## config.mk

```make
export PLATFORM = sky130hd
export DESIGN_NAME = prim_ram_2p_port_adapter
export DESIGN_NICKNAME = d
export VERILOG_FILES = /design/src/rtl/prim_ram_2p_port_adapter.sv
export SDC_FILE = /design/constraint.sdc
export NUM_CORES = 1
export LEC_CHECK = 0
export ABC_AREA = 0
export CORE_MARGIN = 5
export CORE_UTILIZATION = 57
export CTS_BUF_LIST = sky130_fd_sc_hd__clkbuf_8
export DETAILED_ROUTE_END_ITERATION = 10
export GPL_ROUTABILITY_DRIVEN = 0
export PLACE_DENSITY = 0.85
export SYNTH_ARGS = -nofsm -noshare
export SYNTH_HDL_FRONTEND = slang
export SYNTH_SLANG_ARGS = --single-unit
```

## constraint.sdc

```tcl
create_clock -name clk_i -period 6.03 [get_ports clk_i]
set_input_delay 1.206 -clock clk_i [delete_from_list [all_inputs] [get_ports clk_i]]
set_output_delay 1.206 -clock clk_i [all_outputs]
set_load 0.01 [all_outputs]
```

## src/rtl/prim_ram_2p_port_adapter.sv

```systemverilog
// Host-side adapter for one port of the two-port ECC RAM: credit-gated request
// issue, response FIFO with backpressure, ECC error statistics and protocol checks.
module prim_ram_2p_port_adapter #(
  parameter int SramAw   = 9,
  parameter int Width    = 32,
  parameter int RspDepth = 4
) (
  input  logic              clk_i,
  input  logic              rst_i,
  input  logic              req_valid_i,
  output logic              req_ready_o,
  input  logic              req_write_i,
  input  logic [SramAw-1:0] req_addr_i,
  input  logic [Width-1:0]  req_wdata_i,
  output logic              rsp_valid_o,
  input  logic              rsp_ready_i,
  output logic [Width-1:0]  rsp_rdata_o,
  output logic [1:0]        rsp_rerror_o,
  output logic              ram_req_o,
  output logic              ram_write_o,
  output logic [SramAw-1:0] ram_addr_o,
  output logic [Width-1:0]  ram_wdata_o,
  input  logic              ram_rvalid_i,
  input  logic [Width-1:0]  ram_rdata_i,
  input  logic [1:0]        ram_rerror_i,
  output logic [7:0]        corr_cnt_o,
  output logic [7:0]        uncorr_cnt_o,
  output logic [SramAw-1:0] err_addr_o,
  output logic              proto_err_o
);

  localparam int PtrW = (RspDepth > 1) ? $clog2(RspDepth) : 1;
  localparam int CntW = $clog2(RspDepth + 1);
  localparam logic [CntW-1:0] DepthCnt = CntW'(RspDepth);

  logic [CntW-1:0]   outst;
  logic              issue_rd;
  logic              rsp_pop;

  logic [SramAw-1:0] addr_mem [RspDepth];
  logic [PtrW-1:0]   addr_wptr, addr_rptr;
  logic [CntW-1:0]   addr_cnt;
  logic              addr_empty;
  logic              beat_ok;
  logic [SramAw-1:0] beat_addr;

  logic [Width+1:0]  rsp_mem [RspDepth];
  logic [PtrW-1:0]   rsp_wptr, rsp_rptr;
  logic [CntW-1:0]   rsp_cnt;

  function automatic logic [CntW-1:0] next_cnt(input logic [CntW-1:0] cnt,
                                               input logic inc, input logic dec);
    logic [CntW-1:0] res;
    res = cnt;
    if (inc && !dec) res = cnt + CntW'(1);
    else if (dec && !inc) res = cnt - CntW'(1);
    return res;
  endfunction

  // Reads are gated by credits so the non-stalling RAM can never overrun the response FIFO.
  always_comb begin
    req_ready_o = !rst_i && (req_write_i || (outst < DepthCnt));
    ram_req_o   = req_valid_i && req_ready_o;
    ram_write_o = req_write_i;
    ram_addr_o  = req_addr_i;
    ram_wdata_o = req_wdata_i;
    issue_rd    = ram_req_o && !req_write_i;
  end

  always_comb begin
    addr_empty  = (addr_cnt == '0);
    beat_ok     = ram_rvalid_i && !addr_empty;
    beat_addr   = addr_mem[addr_rptr];
    rsp_valid_o = (rsp_cnt != '0);
    rsp_pop     = rsp_valid_o && rsp_ready_i;
    {rsp_rerror_o, rsp_rdata_o} = rsp_valid_o ? rsp_mem[rsp_rptr] : '0;
  end

  always_ff @(posedge clk_i) begin
    if (issue_rd) addr_mem[addr_wptr] <= req_addr_i;
    if (beat_ok)  rsp_mem[rsp_wptr]   <= {ram_rerror_i, ram_rdata_i};
  end

  always_ff @(posedge clk_i) begin
    if (rst_i) begin
      outst     <= '0;
      addr_wptr <= '0;
      addr_rptr <= '0;
      addr_cnt  <= '0;
      rsp_wptr  <= '0;
      rsp_rptr  <= '0;
      rsp_cnt   <= '0;
    end else begin
      outst    <= next_cnt(outst, issue_rd, rsp_pop);
      addr_cnt <= next_cnt(addr_cnt, issue_rd, beat_ok);
      rsp_cnt  <= next_cnt(rsp_cnt, beat_ok, rsp_pop);
      if (issue_rd) addr_wptr <= addr_wptr + PtrW'(1);
      if (beat_ok) begin
        addr_rptr <= addr_rptr + PtrW'(1);
        rsp_wptr  <= rsp_wptr + PtrW'(1);
      end
      if (rsp_pop) rsp_rptr <= rsp_rptr + PtrW'(1);
    end
  end

  // A beat with no matching address is dropped and only flags the protocol error.
  always_ff @(posedge clk_i) begin
    if (rst_i) begin
      corr_cnt_o   <= '0;
      uncorr_cnt_o <= '0;
      err_addr_o   <= '0;
      proto_err_o  <= 1'b0;
    end else begin
      if (ram_rvalid_i && addr_empty) proto_err_o <= 1'b1;
      if (beat_ok) begin
        if (ram_rerror_i[1]) begin
          if (uncorr_cnt_o != 8'hFF) uncorr_cnt_o <= uncorr_cnt_o + 8'd1;
        end else if (ram_rerror_i[0]) begin
          if (corr_cnt_o != 8'hFF) corr_cnt_o <= corr_cnt_o + 8'd1;
        end
        if (ram_rerror_i != 2'b00) err_addr_o <= beat_addr;
      end
    end
  end

endmodule

```

==> reports/qor.yml <==
global_routing:
  overflow: 0
  antenna_found_initial: 0
  grt_pass1_wl_microns: 26600
  grt_use_total_pct: 18.9
  grt_max_degree: 48
  grt_pass1_vias: 5218
sta:
  setup_viol: 0
  slew_headroom_pct: 19.3
  period_share_pct: 69.4
  rsz0062_at_grt: "no"
  worstMarginPinSlew_ps: 1210
  fmax_ghz: 0.239
  finClkSkew_ps: 23.3
  hold_violations: 0
  slew_violations: 0
  min_period_ps: 4180
  tns_ps: 0
floorplanning:
  fp.coreArea_sq_mm: 0.0152
  start_util_pct: 58.2
  die_area_sq_mm: 0.0181
  die_height_microns: 135
  ioPinCount: 186
  die_x_microns: 135
  rows: 45
setup_path:
  required_ps: 4820
  path_cells: "buf_4, mux4_2, and2_1, clkdlybuf4s50_1"
  cp.arrival_ps: 2980
  crit_fanout: 23
  critical_path_class: "reg -> out"
  max_stage_delay_ps: 1120
  setup.worst_path.end_class: "output pin"
  startpoint_type: "flip-flop"
  slowest_stage: "dfxtp_1"
outcome:
  status: "complete, no violations"
route:
  drt-wirelength-per-cell_microns: 19.7
  drc: 0
  ant_nets: 0
  drt-total-wl_microns: 16800
  via_per_inst: 5.67
  firstDrtPassIters: 5
  drtIter0Drc: 278
  vias: 4827
placement:
  io_buffers: 121
  hpwl_microns: 11000
hold_path:
  min_path_type: "reg -> reg"
cts:
  cts_resized: 0
  ctsHtreeMaxLevel: 2
  insertion_delay_ps: 510
  cts_tree: "yes"
  cts.reportedPaths.clkPinSlew_ps: 60
  cts.sinks: 217
  cts_buffer_depth: 3
  cts_hold_buf: 0
  numCtsBuffers: 34
  clockRootBuffer: "clkbuf_8"
  postCtsSetupRepairBufs: 0
synthesis:
  synth_async_sr_flop_share_pct: 0
  syn_inst: 541
  ys_seq_elements: 217
  synth_ff_type: "edfxtp_1"
  syn_area_per_cell_sq_um: 16.4
  seq_area_frac_synth_pct: 68.6
  synth_nets: 638
  ys_types: 37
  synth_edf_count: 172
  ys.warnings.count: 0
  syn_area_sq_mm: 0.00885
layout:
  layout.nets: 736
  final_util_pct: 69.4
  area_growth_pct: 19.2
  drive_gt1_share_pct: 14.6
  diodes: 0
power_and_ir_drop:
  vdd_drop_max_mv: 0.185
  cellLeakagePower_uw: 0.00354
  powerDensity_mw_per_mm2: 415
run:
  maxCapViolCount: 0
logic make-up after synthesis:
| kind of cell | Yosys count | synth area share (%) |
|---|---|---|
| flip-flops | 217 | 68.6 |
| AND/OR/NAND/NOR | 132 | 7.79 |
| buffers and inverters | 72 | 4.95 |
| multiplexers | 52 | 12.0 |
| AO/OA/AOI/OAI | 37 | 2.72 |
| adder cells (fa/ha/maj) | 16 | 2.52 |
| XOR/XNOR | 15 | 1.49 |
cell type report:
type                    instances  area [sq um]
clock inverters                23           118
clock buffers                  37           509
fillers                       988          4660
repair buffers                124          1230
multi-input cells             252          2350
flip-flops and latches        217          6070
well taps                     188           235
inverters                      10          40.0
power breakdown:
group / internal [uW] / total, uW / switching (uW) / leakage (uW)
registers: 1800 / 1940 / 141 / 0.00192
clock network: 606 / 1130 / 526 / 0.000372
logic: 718 / 1300 / 583 / 0.00124
critical path, delay by kind of cell (launching register included):
kind          cells  cell delay [ps]
flops             1             1120
simple gates      1              170
buf+inv           2              850
mux               1              340
layout by cell type (no fill, tap or decap), types with 9 or more instances in the layout:
| cell | count |
|---|---|
| edfxtp_1 | 172 |
| clkdlybuf4s50_1 | 120 |
| dfxtp_1 | 44 |
| mux4_2 | 43 |
| and2_1 | 40 |
| clkbuf_8 | 37 |
| nand2_1 | 32 |
| nor2_1 | 27 |
| inv_1 | 24 |
| a21oi_1 | 22 |
| xor2_1 | 13 |
| ha_1 | 13 |
| mux2i_1 | 9 |
registers in the layout, indices dropped and copies added, names as in the netlist, named ones only:
register	cells
outst	3
rsp_mem	136
rsp_cnt	3
rsp_wptr	2
rsp_rptr	2
proto_err_o	1
addr_rptr	2
corr_cnt_o	8
addr_wptr	2
addr_cnt	3
addr_mem	36
err_addr_o	9
uncorr_cnt_o	8
final timing paths:
kind                       from               to  slack, ps  cells past startpoint
setup / recovery      flip-flop  rsp_rdata_o[25]       1850                      4
hold / removal    err_addr_o[6]    err_addr_o[6]        470                      2
setup reg to reg       outst[2]      addr_cnt[2]       3440                      7
hold reg to reg   err_addr_o[6]    err_addr_o[6]        470                      2
cells in the mapped netlist (2+ instances only):
cell type | number | share of area, %
and4_1 | 2 | 0.20
clkbuf_1 | 10 | 0.42
o211ai_1 | 2 | 0.17
mux4_2 | 43 | 11
dfxtp_1 | 45 | 10
o31ai_1 | 2 | 0.17
fa_1 | 3 | 0.68
nand2b_1 | 2 | 0.14
a21oi_1 | 22 | 1.2
nand4_1 | 3 | 0.21
nor2_1 | 27 | 1.1
inv_1 | 9 | 0.38
nand3_1 | 6 | 0.34
and2_1 | 44 | 3.1
xor2_1 | 13 | 1.3
buf_1 | 4 | 0.17
nand2_1 | 32 | 1.4
edfxtp_1 | 172 | 58
o21ai_0 | 7 | 0.40
buf_2 | 6 | 0.34
buf_4 | 42 | 3.6
or3_1 | 7 | 0.50
mux2i_1 | 9 | 1.0
xnor2_1 | 2 | 0.20
or4_1 | 3 | 0.25
ha_1 | 13 | 1.8
through the flow:
stage | worst slack [ps] | instances | hold slack, ps | area, sq um | power [uW]
after floorplan | 2940 | 541 | 454 | 8850 | 2720
after global placement | 2230 | 791 | 461 | 9920 | 3240
after detailed placement | 2150 | 791 | 465 | 9920 | 3300
after CTS | 1740 | 851 | 475 | 10500 | 4430
after global routing | 1620 | 851 | 500 | 10500 | 4600
final | 1850 | 851 | 473 | 10500 | 4370
per-layer routing:
layer | vias up | track usage, % | wire length [microns]
met2 | 200 | 32.9 | 8530
met1 | 2405 | 22.4 | 6560
met5 | - | 0 | 0
met4 | 0 | 5.60 | 392
li1 | 2184 | - | -
met3 | 38 | 6.26 | 1300
(Power assumes the default switching activity.)
